===== config.mk =====
export PLATFORM = sky130hd
export DESIGN_NAME = vector_operand_loader
export DESIGN_NICKNAME = d
export VERILOG_FILES = /design/src/rtl/vector_operand_loader.sv
export SDC_FILE = /design/constraint.sdc
export NUM_CORES = 1
export LEC_CHECK = 0
export ABC_AREA = 1
export CAP_MARGIN = 20
export CORE_AREA = 2 2 413 415
export CTS_BUF_LIST = sky130_fd_sc_hd__clkbuf_8
export CTS_CLUSTER_DIAMETER = 40
export DETAILED_ROUTE_END_ITERATION = 6
export DIE_AREA = 0 0 415 417
export PLACE_DENSITY = 0.43
export SETUP_SLACK_MARGIN = 0.5
export SYNTH_ARGS = -nofsm -noshare
export SYNTH_HDL_FRONTEND = slang
export SYNTH_SLANG_ARGS = --single-unit

===== constraint.sdc =====
create_clock -name clk -period 1.95 [get_ports clk]
set_clock_uncertainty 0.2 [all_clocks]
set_input_delay 0.195 -clock clk [delete_from_list [all_inputs] [get_ports clk]]
set_output_delay 0.195 -clock clk [all_outputs]
set_load 0.005 [all_outputs]

===== src/rtl/vector_operand_loader.sv =====
// vector_operand_loader: packs a serial 32-bit element stream into two
// N-lane operand banks (A then B) and presents them as a held pair.
//
// Ports:
//   clk, rst_n          rising-edge clock, async active-low reset
//   in_valid/in_ready   element stream handshake, in_data payload
//   in_last             framing marker (checked only with the macro)
//   a[N], b[N]          operand banks A and B
//   vec_valid/vec_ready operand pair handshake
//   fill_idx            next slot index within the bank being filled
//   frame_err           sticky framing error
//
// Optional feature macro: VLOAD_LAST_CHECK_EN enables the in_last
// framing check; without it frame_err is tied to 0.

module vector_operand_loader #(
    parameter int N = 16,
    localparam int CW = (N > 1) ? $clog2(N) : 1
) (
    input  logic          clk,
    input  logic          rst_n,
    input  logic          in_valid,
    output logic          in_ready,
    input  logic [31:0]   in_data,
    input  logic          in_last,
    output logic [31:0]   a [N],
    output logic [31:0]   b [N],
    output logic          vec_valid,
    input  logic          vec_ready,
    output logic [CW-1:0] fill_idx,
    output logic          frame_err
);

    typedef enum logic [1:0] {
        FILL_A,
        FILL_B,
        HOLD
    } state_t;

    state_t        state;
    state_t        state_nxt;
    logic [CW-1:0] idx_nxt;
    logic          vv_nxt;
    logic          accept;
    logic          last_slot;

    assign last_slot = (fill_idx == CW'(N - 1));
    assign accept    = in_valid && in_ready;

    always_ff @(posedge clk or negedge rst_n) begin
        if (!rst_n) begin
            state     <= FILL_A;
            fill_idx  <= '0;
            vec_valid <= 1'b0;
        end else begin
            state     <= state_nxt;
            fill_idx  <= idx_nxt;
            vec_valid <= vv_nxt;
        end
    end

    always_comb begin
        state_nxt = state;
        idx_nxt   = fill_idx;
        vv_nxt    = vec_valid;
        in_ready  = 1'b0;
        unique case (state)
            FILL_A: begin
                in_ready = 1'b1;
                if (in_valid) begin
                    if (last_slot) begin
                        idx_nxt   = '0;
                        state_nxt = FILL_B;
                    end else begin
                        idx_nxt = fill_idx + 1'b1;
                    end
                end
            end
            FILL_B: begin
                in_ready = 1'b1;
                if (in_valid) begin
                    if (last_slot) begin
                        idx_nxt   = '0;
                        state_nxt = HOLD;
                        vv_nxt    = 1'b1;
                    end else begin
                        idx_nxt = fill_idx + 1'b1;
                    end
                end
            end
            HOLD: begin
                // handshake cycle accepts no element; refill starts next cycle
                if (vec_ready) begin
                    vv_nxt    = 1'b0;
                    state_nxt = FILL_A;
                end
            end
            default: begin
                state_nxt = FILL_A;
            end
        endcase
    end

    // banks are never cleared between vectors, only overwritten slot by slot
    always_ff @(posedge clk or negedge rst_n) begin
        if (!rst_n) begin
            for (int i = 0; i < N; i++) begin
                a[i] <= '0;
                b[i] <= '0;
            end
        end else if (accept) begin
            for (int i = 0; i < N; i++) begin
                if (fill_idx == CW'(i)) begin
                    if (state == FILL_A) begin
                        a[i] <= in_data;
                    end else begin
                        b[i] <= in_data;
                    end
                end
            end
        end
    end

`ifdef VLOAD_LAST_CHECK_EN
    logic last_exp;

    // in_last must be set exactly on the final element of bank B
    assign last_exp = (state == FILL_B) && last_slot;

    always_ff @(posedge clk or negedge rst_n) begin
        if (!rst_n) begin
            frame_err <= 1'b0;
        end else if (accept && (in_last != last_exp)) begin
            frame_err <= 1'b1;
        end
    end
`else
    logic unused_last;

    assign unused_last = in_last;
    assign frame_err   = 1'b0;
`endif

endmodule


==> impl_metrics.tcl <==
set metrics [dict create \
    outcome "complete, but fails checks" \
    violations "setup timing" \
    cp_top_family "buffers and inverters" \
    setup_viol 203 \
    pre_cts_slack_ns -0.1330 \
    clkTransAtPathRegs_ns 0.06 \
    rows 151 \
    final-hold-violation-count 0 \
    cts_sinks 1031 \
    rsz0062_at_grt "true" \
    worstPathRequired_ns 2.57 \
    cts-buffers-inserted 205 \
    synth_area_leaders "dfrtp_1, nand2_1, o21ai_1" \
    timing.fmax_mhz 478.2 \
    synth_edf_count 0 \
    overflow 0 \
    regArea_sq_um 25800 \
    yosys.cell_count.top_type "nand2_1" \
    ys.flop_type "dfrtp_1" \
    die_h_microns 417 \
    syn_to_final_growth_pct 58.39 \
    yosys_warnings 0 \
    synth_largest_area_cell "dfrtp_1" \
    vias_per_cell 4.314 \
    setup_tns_ns -9.220 \
    yosysTopAreaCellShare 0.6960 \
    synthArstFlopShare 1.000 \
    drtAntennaViolNets 0 \
    drt_iter0_markers 2623 \
    cp_max_fo 8 \
    peakVddDrop_mv 0.7479 \
    cts_max_level 4 \
    multi_input_area_sq_um 10380 \
    grt_max_degree 107 \
    netlist_top_cells_count "nand2_1, dfrtp_1, o21ai_1" \
    maxCapViolCount 0 \
    avgSynthCellArea_sq_um 10.59 \
    finalInstanceArea_sq_um 58710 \
    fin_crit_ns 2.091 \
    hold_class "in -> async" \
    cts_tree "built" \
    drt_pre_antenna_iters 6 \
    cp_num_buf_inv 7 \
    io_buffer_count 1065 \
    drive_gt1_frac 0.4043 \
    fill_cells 17540 \
    core_sq_um 168500 \
    gp_congestion 0.7862 \
    cp_slowest_cell "dfrtp_1" \
    wirelength_microns 192400 \
    route.vias.total 32190 \
    syn_nets 3540 \
    relSlewSlack 0.3968 \
    placed_area_sq_um 51950 \
    start_util 0.2199 \
    nets 5115 \
    synth_area_sq_um 37070 \
    worstSetupEndpointType "flip-flop" \
    synthCells 3499 \
    clk_latency_ns 0.93 \
    ys_seq_area_frac 0.6960 \
    antenna_found_initial 18 \
    cp.arrival_ns 2.71 \
    clockBufferDepth 3 \
    final_util 0.3484 \
    die-area_sq_um 173100 \
    start_kind "flip-flop" \
    wl_per_cell_microns 25.79 \
    maxSlewViolCount 0 \
    grt_pass1_vias 30710 \
    io_pins 1068 \
    worstMarginPinSlew_ns 0.9018 \
    path_class "reg -> reg" \
    ys_seq_elements 1031 \
    grtUsageTotal 0.2019 \
    power_mw 95.43 \
    setup_slack_ns -0.1410 \
    dp_hpwl_microns 119900 \
    drc 0 \
    die_w_microns 415 \
    power.leakage_nw 29.77 \
    fin_crit_sh 1.072 \
    cp_cell_sequence "buf_4, buf_6, inv_6, ha_4, inv_6, buf_4, nor2_4, buf_6, nand2_8, clkbuf_16, nand2_1, o21ai_1" \
    slowest_delay_ns 0.39 \
    cts_root_buf "clkbuf_8" \
    synth_cell_types 27 \
    grt_pass1_wl_microns 246900 \
    p_per_area_nw_per_um2 1625 \
]
repair_timing:
| action | in CTS | in global routing |
|---|---|---|
| resized for setup | 4778 | 310 |
| cloned | 3 | 64 |
| pin swaps | 6 | 21 |
| endpoints found under the hold margin | 2056 | 0 |
| hold buffers | 40 | 0 |
| setup endpoints to repair | 2058 | 2276 |
| buffers inserted | 280 | 17 |
flip-flops by register name, summed over array words and instances, names as in the netlist:
register,cells
b,512
fill_idx,4
state,2
vec_valid,1
a,512
worst min-delay path, stage by stage:
cell           delay (ns)
dlygate4sd3_1        0.58
buf_8                0.15
buf_12               0.13
buf_12               0.17
buf_12               0.35
layout make-up:
class	instances	area share
inverter	46	0.003367
antenna	4	0.0001705
timing repair buffer	1656	0.2569
multi-input combinational	2134	0.1767
tap	2218	0.04727
clock buffer	257	0.06025
clock inverter	115	0.01583
sequential	1031	0.4395
power by group:
| group | internal [mW] | switching [mW] | leakage (nW) |
|---|---|---|---|
| clock | 13.7 | 10.2 | 2.48 |
| combinational | 18.6 | 16.9 | 13.8 |
| sequential | 30.3 | 5.55 | 13.5 |
path summary, 6_finish.rpt:
kind	start	slack (ns)	endpoint	depth (start not counted)
min reg2reg	b[79]	0.28	b[79]	2
max reg2reg	fill_idx[0]	-0.14	a[186]	12
min in group clk	in_valid	0.21	a[293]	7
min	rst_n	0.05	a[333]	5
max in group asynchronous	rst_n	0	b[392]	6
max	fill_idx[0]	-0.14	a[186]	12
per-stage QoR:
step                hold WS, ns  std cells
CTS                    -0.04369       7376
floorplan               -0.3006       3499
finish                  0.04754       7461
global placement         0.1784       6681
global route            0.02337       7460
detailed placement       0.1807       6681
cell usage in the layout (no fill, tap or decap), types with 22 or more instances in the layout:
master / Yosys / layout
buf_12: 1 / 123
buf_2: 70 / 642
buf_4: 52 / 343
buf_6: 15 / 419
clkbuf_16: 0 / 44
clkbuf_8: 0 / 257
clkdlybuf4s50_1: 0 / 34
clkinv_2: 0 / 28
dfrtp_1: 1031 / 1029
dlygate4sd3_1: 0 / 37
inv_1: 43 / 59
inv_2: 3 / 35
nand2_1: 1039 / 954
nand2_2: 10 / 71
nand2_4: 19 / 27
nand2_8: 1 / 22
o21ai_0: 508 / 385
o21ai_1: 519 / 614
o21ai_2: 2 / 30
cells by family (layout without fill, tap and decap cells):
logic type / after synthesis / count (layout) / share of synthesized area
AND/OR/NAND/NOR: 1094 / 1099 / 0.1174
flip-flops: 1031 / 1031 / 0.6960
AO/OA/AOI/OAI: 1029 / 1029 / 0.1391
buffers and inverters: 339 / 2074 / 0.04574
adder cells (fa/ha/maj): 4 / 4 / 0.001350
other: 1 / 5 / 0.0001012
XOR/XNOR: 1 / 1 / 0.0002363
metal layers:
| metal | vias up | global-route usage | wire, microns |
|---|---|---|---|
| met2 | 1158 | 0.3479 | 96840 |
| met5 | - | 0 | 0 |
| met3 | 301 | 0.05448 | 12380 |
| li1 | 14720 | - | - |
| met1 | 16010 | 0.2386 | 76260 |
| met4 | 0 | 0.07837 | 6913 |
(Power assumes the default switching activity.)
